==> src/rtl/mult_div_unit_if.sv <==
// Handshake/operand bundle between the control path and mult_div_unit.
// The unit side (slave) consumes start pulses and operands and drives status and HI/LO.
interface mult_div_unit_if;
    logic        start_mult;
    logic        start_div;
    logic [31:0] a_in;
    logic [31:0] b_in;
    logic        busy;
    logic        done;
    logic        div_by_zero;
    logic [31:0] hi_out;
    logic [31:0] lo_out;

    modport master (
        output start_mult, start_div, a_in, b_in,
        input  busy, done, div_by_zero, hi_out, lo_out
    );

    modport slave (
        input  start_mult, start_div, a_in, b_in,
        output busy, done, div_by_zero, hi_out, lo_out
    );
endinterface

==> src/rtl/mult_div_unit.sv <==
// Iterative signed MULT (radix-2 Booth) / DIV (restoring, magnitudes) into HI/LO, 32 steps each.
// The divider is built only when MULTDIV_DIV_EN is defined; otherwise start_div is ignored.
module mult_div_unit (
    input  logic           clock,
    input  logic           reset,
    mult_div_unit_if.slave bus
);
    typedef enum logic [1:0] {IDLE, MULT, DIV, FINISH} state_t;

    state_t      state;
    logic [5:0]  count;
    logic [64:0] work;
    logic [31:0] operand;
    logic [32:0] booth_sum;
    logic [64:0] booth_next;

    always_comb begin
        booth_sum = {work[64], work[64:33]};
        case (work[1:0])
            2'b01:   booth_sum = {work[64], work[64:33]} + {operand[31], operand};
            2'b10:   booth_sum = {work[64], work[64:33]} - {operand[31], operand};
            default: booth_sum = {work[64], work[64:33]};
        endcase
        // A is widened by one bit so a 0x80000000 multiplicand cannot overflow before the shift
        booth_next = {booth_sum, work[32:1]};
    end

`ifdef MULTDIV_DIV_EN
    logic        is_div;
    logic        zero_div;
    logic        neg_quo;
    logic        neg_rem;
    logic [31:0] abs_a;
    logic [31:0] abs_b;
    logic [31:0] quo_fix;
    logic [31:0] rem_fix;
    logic [32:0] div_shift;
    logic [32:0] div_trial;
    logic [64:0] div_next;

    // Divide layout: work[63:32] = partial remainder, work[31:0] = dividend shifting into quotient
    always_comb begin
        abs_a     = bus.a_in[31] ? -bus.a_in : bus.a_in;
        abs_b     = bus.b_in[31] ? -bus.b_in : bus.b_in;
        div_shift = {work[63:32], work[31]};
        div_trial = div_shift - {1'b0, operand};
        if (div_trial[32]) begin
            div_next = {1'b0, div_shift[31:0], work[30:0], 1'b0};
        end else begin
            div_next = {1'b0, div_trial[31:0], work[30:0], 1'b1};
        end
        quo_fix = neg_quo ? -work[31:0] : work[31:0];
        rem_fix = neg_rem ? -work[63:32] : work[63:32];
    end
`else
    logic unused_start_div;
    assign unused_start_div = bus.start_div;
    assign bus.div_by_zero  = 1'b0;
`endif

    always_ff @(posedge clock) begin
        if (!reset) begin
            state       <= IDLE;
            count       <= '0;
            work        <= '0;
            operand     <= '0;
            bus.busy    <= 1'b0;
            bus.done    <= 1'b0;
            bus.hi_out  <= '0;
            bus.lo_out  <= '0;
`ifdef MULTDIV_DIV_EN
            bus.div_by_zero <= 1'b0;
            is_div          <= 1'b0;
            zero_div        <= 1'b0;
            neg_quo         <= 1'b0;
            neg_rem         <= 1'b0;
`endif
        end else begin
            case (state)
                IDLE: begin
                    bus.busy <= 1'b0;
                    bus.done <= 1'b0;
`ifdef MULTDIV_DIV_EN
                    bus.div_by_zero <= 1'b0;
`endif
                    // The done cycle is spent here with busy still high; starts wait one more cycle
                    if (!bus.busy) begin
                        if (bus.start_mult) begin
                            state    <= MULT;
                            bus.busy <= 1'b1;
                            count    <= '0;
                            operand  <= bus.a_in;
                            work     <= {32'b0, bus.b_in, 1'b0};
`ifdef MULTDIV_DIV_EN
                            is_div   <= 1'b0;
                            zero_div <= 1'b0;
`endif
                        end
`ifdef MULTDIV_DIV_EN
                        else if (bus.start_div) begin
                            state    <= (bus.b_in == '0) ? FINISH : DIV;
                            bus.busy <= 1'b1;
                            count    <= '0;
                            operand  <= abs_b;
                            work     <= {33'b0, abs_a};
                            is_div   <= 1'b1;
                            zero_div <= (bus.b_in == '0);
                            neg_quo  <= bus.a_in[31] ^ bus.b_in[31];
                            neg_rem  <= bus.a_in[31];
                        end
`endif
                    end
                end
                MULT: begin
                    work  <= booth_next;
                    count <= count + 6'd1;
                    if (count == 6'd31) begin
                        state <= FINISH;
                    end
                end
`ifdef MULTDIV_DIV_EN
                DIV: begin
                    work  <= div_next;
                    count <= count + 6'd1;
                    if (count == 6'd31) begin
                        state <= FINISH;
                    end
                end
`endif
                FINISH: begin
                    state    <= IDLE;
                    bus.done <= 1'b1;
                    count    <= '0;
`ifdef MULTDIV_DIV_EN
                    if (zero_div) begin
                        bus.div_by_zero <= 1'b1;
                    end else if (is_div) begin
                        bus.hi_out <= rem_fix;
                        bus.lo_out <= quo_fix;
                    end else begin
                        bus.hi_out <= work[64:33];
                        bus.lo_out <= work[32:1];
                    end
`else
                    bus.hi_out <= work[64:33];
                    bus.lo_out <= work[32:1];
`endif
                end
                default: state <= IDLE;
            endcase
        end
    end
endmodule

==> src/flat_wrapper.sv <==
// flat-port wrapper written by rule: the top's interface ports become plain ports
module mult_div_unit_flat 
  (clock, reset, bus_start_mult, bus_start_div, bus_a_in, bus_b_in, bus_busy, bus_done, bus_div_by_zero, bus_hi_out, bus_lo_out);
  mult_div_unit_if bus_i ();
  input  logic clock;
  input  logic reset;
  input wire logic [$bits(bus_i.start_mult)-1:0] bus_start_mult;
  input wire logic [$bits(bus_i.start_div)-1:0] bus_start_div;
  input wire logic [$bits(bus_i.a_in)-1:0] bus_a_in;
  input wire logic [$bits(bus_i.b_in)-1:0] bus_b_in;
  output wire logic [$bits(bus_i.busy)-1:0] bus_busy;
  output wire logic [$bits(bus_i.done)-1:0] bus_done;
  output wire logic [$bits(bus_i.div_by_zero)-1:0] bus_div_by_zero;
  output wire logic [$bits(bus_i.hi_out)-1:0] bus_hi_out;
  output wire logic [$bits(bus_i.lo_out)-1:0] bus_lo_out;
  assign bus_i.start_mult = bus_start_mult;
  assign bus_i.start_div = bus_start_div;
  assign bus_i.a_in = bus_a_in;
  assign bus_i.b_in = bus_b_in;
  assign bus_busy = bus_i.busy;
  assign bus_done = bus_i.done;
  assign bus_div_by_zero = bus_i.div_by_zero;
  assign bus_hi_out = bus_i.hi_out;
  assign bus_lo_out = bus_i.lo_out;
  mult_div_unit u_core (.clock(clock), .reset(reset), .bus(bus_i));
endmodule
==> config.mk <==
export PLATFORM = sky130hd
export DESIGN_NAME = mult_div_unit_flat
export DESIGN_NICKNAME = d
export VERILOG_FILES = /design/src/rtl/mult_div_unit_if.sv /design/src/rtl/mult_div_unit.sv /design/src/flat_wrapper.sv
export SDC_FILE = /design/constraint.sdc
export NUM_CORES = 1
export LEC_CHECK = 0
export ABC_AREA = 1
export CAP_MARGIN = 20
export CORE_AREA = 5 5 187 189
export CTS_CLUSTER_SIZE = 12
export DETAILED_ROUTE_END_ITERATION = 8
export DIE_AREA = 0 0 192 194
export GPL_ROUTABILITY_DRIVEN = 0
export PLACE_DENSITY = 0.6
export SLEW_MARGIN = 25
export SYNTH_ARGS = -nofsm -noshare
export SYNTH_HDL_FRONTEND = slang
export SYNTH_SLANG_ARGS = --single-unit
export TNS_END_PERCENT = 50
==> constraint.sdc <==
create_clock -name clock -period 6.6 [get_ports clock]
set_clock_uncertainty 0.2 [all_clocks]
set_input_delay 1.98 -clock clock [delete_from_list [all_inputs] [get_ports clock]]
set_output_delay 1.98 -clock clock [all_outputs]
set_load 0.01 [all_outputs]
=== Word-level counts from Yosys, hierarchy flattened ===
Index checks and enable logic that the tools add are counted.

* Flip-flop bits (word level): 171
* Bits of input ports: 68
* Output and inout bits: 67
* Word-level logic and storage cells: 45

* Add/sub/neg operators: 3
* Equal/unequal tests: 9
* Mux-type cells: 14
* Bitwise gates (word level): 1
* Reductions and logical operators: 9

{| class="wikitable"
|+ Operators by type and width
! operator !! number
|-
| $mux W65 || 2
|-
| $pmux W65 S2 || 1
|-
| $pmux W33 S2 || 1
|-
| $add A32 B32 Y33 || 1
|-
| $sub A32 B32 Y33 || 1
|-
| $pmux W6 S3 || 1
|-
| $mux W6 || 2
|-
| $reduce_and A3 Y1 || 4
|-
| $add A6 B1 Y6 const B || 1
|-
| $eq A6 B5 Y1 const B || 1
|-
| $mux W2 || 3
|-
| $eq A2 B1 Y1 const B || 2
|-
| $eq A2 B2 Y1 const B || 2
|-
| $ne A2 B2 Y1 const B || 2
|-
| $pmux W2 S2 || 1
|-
| $reduce_and A4 Y1 || 1
|-
| $reduce_bool A2 Y1 || 2
|-
| $ne A3 B3 Y1 const B || 1
|-
| $reduce_bool A3 Y1 || 1
|-
| $logic_not A2 Y1 || 1
|-
| $mux W1 || 2
|-
| $ne A2 B1 Y1 const B || 1
|-
| $pmux W1 S2 || 1
|-
| $not A1 Y1 || 1
|}

=== Logic depth before layout (Yosys ltp) ===
* Word-level depth: 3
* Depth in mapped cells: 24
* Gate-level depth less buffers: 24

=== Least setup slack after synthesis ===
No wires, ideal clock.

* Path type: input port to flip-flop
* Start point: input bus_start_mult
* End point: register u_core.work[64]
* Setup time: 0.071 ns
* Arrival time: 2.876 ns
* Data required time: 6.329 ns
* Setup slack: 3.454 ns
* Stages on the path: 9
* Path buffers: 1
* Cell sequence: nand2_1 nand2_1 inv_2 nor2_2 buf_4 o31ai_1 nor3_1 nand3_1 a21oi_1

* Word-level cells in the longest chain between the ends: 2

{| class="wikitable"
|+ RTL lines
! element !! RTL line !! RTL
|-
| start: declaration || flat_wrapper.sv:7 || <nowiki>input wire logic [$bits(bus_i.start_mult)-1:0] bus_start_mult;</nowiki>
|-
| $ne A2 B2 Y1 (no line) || -- ||
|-
| $reduce_and A4 Y1 (no line) || -- ||
|-
| end signal: assignment || mult_div_unit.sv:93 || <nowiki>work <= {32'b0, bus.b_in, 1'b0};</nowiki>
|-
| end signal: assignment || mult_div_unit.sv:115 || <nowiki>work <= booth_next;</nowiki>
|-
| end: declaration || mult_div_unit.sv:12 || <nowiki>logic [64:0] work;</nowiki>
|}

Every way passes these cells.
A chain may end at the register's enable or synchronous reset.

=== Final worst setup path ===
* Start point: register u_core.work[1]
* End point: register u_core.work[63]

* Word-level cells in the longest chain between the ends: 3
* Elaborated cells between the ends (all ways): 4
* Those cells by class: eq/ne (2); mux (2)

{| class="wikitable"
|+ RTL lines
! element !! RTL line !! RTL
|-
| $eq A2 B2 Y1 / $eq A2 B1 Y1 (equally long branches) || mult_div_unit.sv:19 || <nowiki>case (work[1:0])</nowiki>
|-
| $pmux W33 S2 (*) || mult_div_unit.sv:19 ||
|-
| $pmux W65 S2 (*) || mult_div_unit.sv:79 || <nowiki>case (state)</nowiki>
|}

Mark *: on every way between the ends. The rest lies on a longest branch, timed or not.

==> metrics.md <==
| Metric | Value |
|---|---|
| Combined area of all synthesized cells | 9790 µm² |
| Core Area | 33100 µm² |
| Cell count of the worst hold path | 2 |
| Total number of clock tree sinks | 171 |
| RSZ-0062 raised after global routing | no |
| Setup Buffers After CTS | 0 |
| Clock insertion delay at the later pin of the skew report | 450 ps |
| Nets | 1728 |
| Total non-filler cell area in the finished layout | about 12000 µm² |
| Dominant register cell in the synthesized netlist | sky130_fd_sc_hd__dfxtp_1 |
| Total placed instance area | 11500 µm² |
| Number of unique standard cell types used by synthesis | 44 |
| CP max-delay cell | sky130_fd_sc_hd__clkinv_1 |
| DRC violation count after routing | 0 |
| Maximum fanout along the worst path | 19 |
| Number of antenna repair diodes | 0 |
| Post-layout min period | 4420 ps |
| Maximum number of pins on one net before global-route repair | 86 |
| Wire length of the first global-routing pass | 47.4 mm |
| Cell area power density | 397 nW/µm² |
| Fin crit share | 67.0% |
| Detail Placement HPWL | roughly 22 mm |
| Synth Net Count | 1635 |
| Post-CTS sizing | 0 |
| Max clock buf depth | 2 |
| Non-filler cells in the finished layout | slightly above 2000 |
| Yosys Warn Count | 0 |
| Root Driver | sky130_fd_sc_hd__clkbuf_16 |
| Final Hold Fails | 0 |
| Total of max-cap violations | 0 |
| Port Buffers | between 100 and 150 |
| Vias in the first global route | 9233 |
| CTS tree | yes |
| Leakage component of the power | 5.48 nW |
| Initial antenna violation count | 1 |
| Most frequent standard cell in the layout excluding fill and tap cells | sky130_fd_sc_hd__nand2_1 |
| Slew Viols, Final | 0 |
| Die outline width | 192 µm |
| Area delta synth->final | 22.8% |
| Count of state elements after synthesis | 171 |
| Measured slew at the worst slew-check pin | 898 ps |
| Total via count in the routed design | between 9000 and 10000 |
| Fraction of final layout cells with drive strength greater than 1 | 3.99% |
| Height of the die | 194 µm |
| Utilization after layout | 36.3% |
| Number of enable-type register cells in the synthesized netlist | 0 |
| Result of the run | finished, final reports clean |
| Cell seen most often among critical-path stages | sky130_fd_sc_hd__nand2_1 |
| Average detailed-routed wire length per instance | 14.2 µm |
| Post-synthesis instance total | ~1500 |
| Floorplan row count | 67 |
| GR Overflow Total | 0 |
| Number of clock buffers inserted by TritonCTS | 17 |
| Highest ir drop seen on vdd | 233 µV |
| DRC violation total after the first TritonRoute iteration | 543 |
| Total setup violations reported at the end of the flow | 0 |
| Worst path cell trace | ha_1 -> clkinv_1 -> nand2_1 -> o21ai_2 -> a21oi_2 -> xor2_1 -> ha_1 -> nand2_1 -> inv_1 -> a21oi_1 -> nand2_1 -> a21oi_1 -> nand2_1 -> nand2_1 -> nand3_1 -> nand2_1 -> a21oi_1 |
| Critical Path Max Stage Delay | ~660 ps |
| Gr usage total | 15.7% |
| Type of the worst min-delay path | reg2reg |
| Syn Area/Cell | 6.42 µm² |
| Drt first pass iters | 5 |
| Setup crit start kind | flop |
| Total wirelength of the detailed-routed design | 29.5 mm |
| Fmax | roughly 0.23 GHz |
| Clock-pin slew on the worst setup and hold paths | 70 ps |
| Number of cell instances on the worst register-to-register path | 17 |
| CP Class | reg2reg |
| Proportion of synthesized chip area in sequential cells | a little over a third |
| I/O pins | 135 |
| # placed instances | 2048 |
| Antenna-violating nets left | 0 |
| Final-layout setup total negative slack | 0 ps |
| Overall die area | 37200 µm² |
| Initial core utilization | 29.6% |
| Kind of capture point of the worst setup path | flop |
| Number of H-tree levels | 4 |
| Leading cell types in the layout, fill and taps excluded | sky130_fd_sc_hd__nand2_1, sky130_fd_sc_hd__nor2_1, sky130_fd_sc_hd__inv_1, sky130_fd_sc_hd__dfxtp_1, sky130_fd_sc_hd__o21ai_0 |
| Tightest slew margin relative to the limit | 39.8% |
| Routed vias/inst | 4.69 |
| Critical path data arrival time | 4540 ps |
| WP data required | 6710 ps |
| Hold buffers post-CTS | 0 |
| Async set-or-reset flop fraction in the synthesized netlist | 0% |
Yosys cell counts, types with 9 or more instances:
cell	instances	area (µm²)
sky130_fd_sc_hd__nor3_1	9	45.0
sky130_fd_sc_hd__dfxtp_1	171	3420
sky130_fd_sc_hd__o21ai_0	149	746
sky130_fd_sc_hd__a31oi_1	33	206
sky130_fd_sc_hd__nand3_1	46	230
sky130_fd_sc_hd__a21oi_1	128	641
sky130_fd_sc_hd__clkbuf_1	53	199
sky130_fd_sc_hd__nor2_1	196	736
sky130_fd_sc_hd__ha_1	40	500
sky130_fd_sc_hd__inv_1	191	717
sky130_fd_sc_hd__xor2_1	27	236
sky130_fd_sc_hd__xnor2_1	10	87.6
sky130_fd_sc_hd__nand2_1	389	1460
critical path, delay by kind of cell (launching register included):
kind	cells	cell delay, ps
and+or+nand+nor	7	950
adders and majority gates	2	950
AOI/OAI and AO/OA	5	750
buffers and inverters	2	710
DFF	1	370
xor gates and xnor gates	1	340
metrics by stage:
step	total power [mW]	hold slack [ps]	worst slack [ps]
3_5_place_dp	3.81	276	2290
2_1_floorplan	3.14	252	3450
5_1_grt	5.18	301	1900
4_1_cts	4.81	285	2220
6_report	4.77	287	2180
3_3_place_gp	3.78	260	2290
layout make-up:
class / count / area, µm²
flip-flops and latches: 171 / 3420
repair buffers: 140 / 1380
clock inverters: 14 / 130
well taps: 448 / 561
inverters: 200 / 751
fillers: 3546 / 21100
clock buffers: 17 / 425
multi-input cells: 1089 / 5360
layer usage:
metal,vias up,part of all wire (%),GRT usage [%],wire [µm]
met5,-,0.037,0,11
met4,2,2.0,4.83,591
met3,42,5.8,3.98,1700
met2,213,48,26.7,14200
met1,4436,44,19.5,13000
li1,5059,-,-,-
power by group:
part           leakage (nW)  switching [mW]  internal, mW
logic                  3.81            1.58         0.793
clock network         0.271           0.477         0.497
registers              1.39           0.185          1.24
cell families (layout without fill, tap and decap cells):
family	count (synthesis)	in the layout	share of synthesized area [%]
compound gates	340	340	18.5
xor+xnor	37	37	3.31
fa+ha+maj	41	41	5.31
buf+inv	266	371	10.4
flops	171	171	35.0
other cells	1	1	0.0383
simple gates	670	670	27.5
final timing paths:
check | endpoint | start | slack (ps)
worst max-delay path | u_core.work[63] | u_core.work[1] | 2180
worst min-delay path | u_core.work[18] | u_core.work[19] | 290
worst max register to register | u_core.work[63] | u_core.work[1] | 2180
worst min register to register | u_core.work[18] | u_core.work[19] | 290
flip-flops by register name, summed over array words and instances (netlist names):
signal / flops
u_core.bus.busy: 1
u_core.count: 6
u_core.state: 2
u_core.work: 65
u_core.bus.hi_out: 32
u_core.bus.done: 1
u_core.bus.lo_out: 32
u_core.operand: 32
Note: power is estimated with default switching activity, not from simulation.
==> RTL change 1, RTL diff (same settings) <==
Make the reset (`reset`) asynchronous in one clocked block.
--- a/src/rtl/mult_div_unit.sv
+++ b/src/rtl/mult_div_unit.sv
@@ -59,5 +59,5 @@
 `endif
 
-    always_ff @(posedge clock) begin
+    always_ff @(posedge clock or negedge reset) begin
         if (!reset) begin
             state       <= IDLE;
Formal check against the unedited RTL: differs if reset is asserted again (counterexample within 4 cycles, from zero or initial values and one cycle with reset low); with reset held inactive, the same outputs for 10 cycles.
==> RTL change 1 against the original RTL <==
Final area increased by 6.2%. Synthesized cell count decreased by 5.2%. Via count decreased by 4.8%. Area after synthesis increased by 6.0%. Final cell count decreased by 3.0%. Wire length decreased by 4.5%. Sequential cell count unchanged. Maximum frequency increased by 5.3%. Worst setup slack improved by 220 ps. Largest cell class unchanged.
Power is not compared: it rests on default switching activity, and its combinational part moved more than twofold at a synthesized area within 25%.
==> RTL change 1: results (changes against the original RTL) <==
Grt met1 use -> 23.0% (+3.6 points)
DRT met1 WL -> 14400 um (+11%)
Initial antenna violation count -> 0 (-1)
R2R Path End -> u_core.work[61]
CP max-delay cell -> ha_1
Hold Path Sink -> u_core.bus.lo_out[2]
DRT Pass-1 Iters -> 5 (unchanged)
Adder-cell share of the synthesized area -> 5.01% (-0.30 points)
Sequential fraction of the synthesis area -> 41.2% (+6.2 points)
Total design power -> 7.71 mW
P_leak -> 6.47 nW
Met2 wire length -> 11900 um (-16%)
Drt initial violations -> 487 (-10%)
CTS HTree Levels -> 4 (unchanged)
RR Startpoint -> u_core.work[0]
Family with the most delay on the worst path -> adder cells
Max reg flops -> 65 (unchanged)
GR Util met3 -> 2.77% (-1.2 points)
Post-synthesis instance total -> 1446 (-5.2%)
Compound-Gate Fraction of Synth Area -> 13.7% (-4.8 points)
Top cells by area, synth -> dfrtp_1 41%, nand2_1 16%, inv_1 8.8%
Pre-CTS setup slack -> 2030 ps (-262 ps)
FF-to-FF setup slack -> 2400 ps (+220 ps)
Hold_sp -> u_core.bus.lo_out[2]
Clk buf depth -> 2 (unchanged)
Net Count, Synth -> 1555 (-4.9%)
Worst EP arrival -> 4340 ps (-200 ps)
Routed wire length -> 28200 um (-4.5%)
Mux contribution to synthesized area -> 1.52% (+1.5 points)
Inserted Diodes -> 0 (unchanged)
Worst-Skew Late Latency -> 450 ps (about the same)
Run status -> complete, no violations
Met2 usage -> 22.4% (-4.3 points)
Post-CTS sizing -> 0 (unchanged)
Worst relative slew slack -> 38.7% (-1.1 points)
Top sig layer -> met4
Hold Path Cell Cnt -> 2 (unchanged)
IO buf count -> 132 (unchanged)
WL/cell -> 14.0 um (-1.6%)
HPWL after detailed placement -> 21000 um (-3.7%)
Vias post-DR -> 9284 (-4.8%)
Root Buffer -> clkbuf_16
Leading cell types by count after synthesis -> 440 x nand2_1, 243 x inv_1, 171 x dfrtp_1, 120 x o21ai_0, 98 x nor2_1
DR WL met3 -> 1480 um (-13%)
Layout cell share with drive strength beyond 1 -> 5.04% (+1.0 points)
Hold_ws -> 273 ps (-13.5 ps)
Vias in the first global route -> 8856 (-4.1%)
Area after DPL -> 12100 sq um (+5.7%)
GR Util All Layers -> 15.2% (-0.50 points)
Nets -> 1665 (-3.6%)
Dpl cells -> 1984 (-3.1%)
Crit Path Max Fanout -> 21 (+2)
First-pass GRT wire length -> 45900 um (-3.2%)
Post-synthesis async set-or-reset flop share -> 100% (+100 points)
Pin count of the biggest net entering global routing -> 97 (+13%)
Synth Area in XOR/XNOR -> 3.04% (-0.27 points)
Synth unique cells -> 44 (unchanged)
-- RTL change 1: cell count changes in the layout (fill, tap and decap cells not counted), sizes merged, moves of 7 or more --
cell / change
dfrtp: +171
dfxtp: -171
nor2: -98
a21oi: -52
nand2: +52
inv: +45
a31oi: -27
o211ai: +24
o21ai: -23
mux2: +14
xnor2: -7
-- RTL change 1: how the worst max path moves through the flow --
stage / start / endpoint / slack, ps / cells after the start
floorplan: bus_start_mult / u_core.work[11] / 3460 / 8
global placement: bus_start_mult / u_core.work[6] / 2070 / 9
detailed placement: bus_start_mult / u_core.work[6] / 2030 / 9
CTS: bus_start_mult / u_core.work[6] / 2490 / 9
global route: u_core.work[0] / u_core.work[63] / 2150 / 17
finish: u_core.work[0] / u_core.work[61] / 2400 / 17
-- RTL change 1: cell type report --
class	count	area (sq um)
clock inverters	15	204
clock buffers	17	425
multi-input cells	980	4990
well taps	448	561
repair buffers	140	1400
inverters	246	925
flip-flops and latches	171	4280
fillers	3438	20300
==> RTL change 2, RTL diff (same settings) <==
Made on the original files. Re-encode `state_t` (4 states) as one-hot, 4 bits wide.
--- a/src/rtl/mult_div_unit.sv
+++ b/src/rtl/mult_div_unit.sv
@@ -6,5 +6,5 @@
     mult_div_unit_if.slave bus
 );
-    typedef enum logic [1:0] {IDLE, MULT, DIV, FINISH} state_t;
+    typedef enum logic [3:0] {IDLE = 4'b0001, MULT = 4'b0010, DIV = 4'b0100, FINISH = 4'b1000} state_t;
 
     state_t      state;
Behaviour: same outputs for any inputs over 10 cycles, from zero or initial values and one cycle with reset low; not proved beyond that.
==> RTL change 2 against the original RTL <==
Wire length up 0.58%. Final cell count down 1.3%. Final area down 0.85%. Worst setup slack better by 130 ps. Maximum frequency up 3.0%. Area after synthesis down 1.7%. Sequential cell count up 1. Critical endpoint is now u_core.work[61]. Highest routed layer unchanged.
Power is not compared: it rests on default switching activity, and its combinational part moved more than twofold at a synthesized area within 25%.
==> RTL change 2: results (changes against the original RTL) <==
Worst-margin pin slew -> 947 ps (+49.1 ps)
Final-layout non-clock buffer area share -> 11.5% (+0.036 points)
FF+latch area -> 3440 sq um (+0.58%)
Pre-CTS setup slack -> 1840 ps (-445 ps)
Met2 usage -> 25.3% (-1.4 points)
Sequential cells -> 172 (+0.58%)
Grt met1 use -> 20.7% (+1.3 points)
Number of non-clock buffers in the layout -> 139 (-0.71%)
Nets -> 1697 (-1.8%)
GR Util met3 -> 4.92% (+0.94 points)
Run status -> complete, no violations
HPWL after detailed placement -> 21000 um (-3.7%)
Sequential fraction of the synthesis area -> 35.8% (+0.81 points)
Leading cell types by count after synthesis -> 376 x nand2_1, 211 x nor2_1, 172 x dfxtp_1, 169 x inv_1, 131 x o21ai_0
Initial antenna violation count -> 2 (+1)
DRT Pass-1 Iters -> 6 (+1)
FILL cells -> 3572 (+0.73%)
GR Util All Layers -> 15.8% (+0.11 points)
Clock buf/inv share -> 5.20% (+0.59 points)
Vias in the first global route -> 9290 (+0.62%)
Pin count of the biggest net entering global routing -> 91 (+5.8%)
Net Count, Synth -> 1607 (-1.7%)
Comb_multi_in -> 1084 (-0.46%)
Layout cell share with drive strength beyond 1 -> 3.55% (-0.43 points)
Crit Path Max Fanout -> 27 (+8)
Signal inverters -> 178 (-11%)
Hold_sp -> u_core.bus.done
Multi-input logic portion of the cell area -> 44.1% (-0.44 points)
Worst-case reg-to-reg path depth -> 16 (-1)
# clk buffers -> 19 (+2)
Worst EP arrival -> 4410 ps (-130 ps)
WL/cell -> 14.4 um (+1.9%)
## RTL change 2: cell families after synthesis
family / count (synthesis) / share of synthesized area, %
and+or+nand+nor: 677 / 28.0
AOI/OAI and AO/OA: 330 / 18.0
xor gates and xnor gates: 39 / 3.55
other: 1 / 0.0389
DFF: 172 / 35.8
buffers and inverters: 246 / 9.71
adders and majority gates: 37 / 4.89
## RTL change 2: where the power goes
group	total (mW)	switching, mW	internal [mW]
Clock	1.08	0.496	0.588
Combinational	1.04	0.689	0.347
Sequential	1.21	0.0827	1.12
Total	3.33	1.27	2.06
## RTL change 2: worst max-delay path, stage by stage, from the launching register on
cell      delay [ps]
dfxtp_1          440
ha_1             520
clkinv_1         720
o21ai_1          400
o21a_1           240
xor2_1           260
ha_1             330
nand2_1          140
nor2_1           100
nand2_1           90
inv_1             40
a21oi_1          270
nand2_1           90
nand2_1           70
nand3_1           80
nand2_1           90
a21oi_1           60
## RTL change 2: worst min path at each step
stage,to,slack [ps]
2_1_floorplan,u_core.operand[30],260
3_3_place_gp,u_core.bus.done,260
3_5_place_dp,u_core.work[0],270
4_1_cts,u_core.work[0],290
5_1_grt,u_core.work[0],300
6_report,u_core.bus.done,280
## RTL change 2: per-layer routing
| layer | up-vias | wire length, um |
|---|---|---|
| li1 | 4995 | - |
| met1 | 4375 | 13500 |
| met2 | 260 | 13400 |
| met3 | 37 | 2380 |
| met4 | 4 | 416 |
| met5 | - | 23 |
## RTL change 2: per-stage QoR
step | cell area, sq um | std cells | power [mW] | hold slack (ps)
floorplan | 9630 | 1502 | 1.96 | 256
global placement | 11300 | 2021 | 2.24 | 258
detailed placement | 11300 | 2021 | 2.25 | 275
CTS | 11900 | 2053 | 3.35 | 286
global route | 11900 | 2053 | 3.55 | 303
finish | 11900 | 2053 | 3.33 | 285
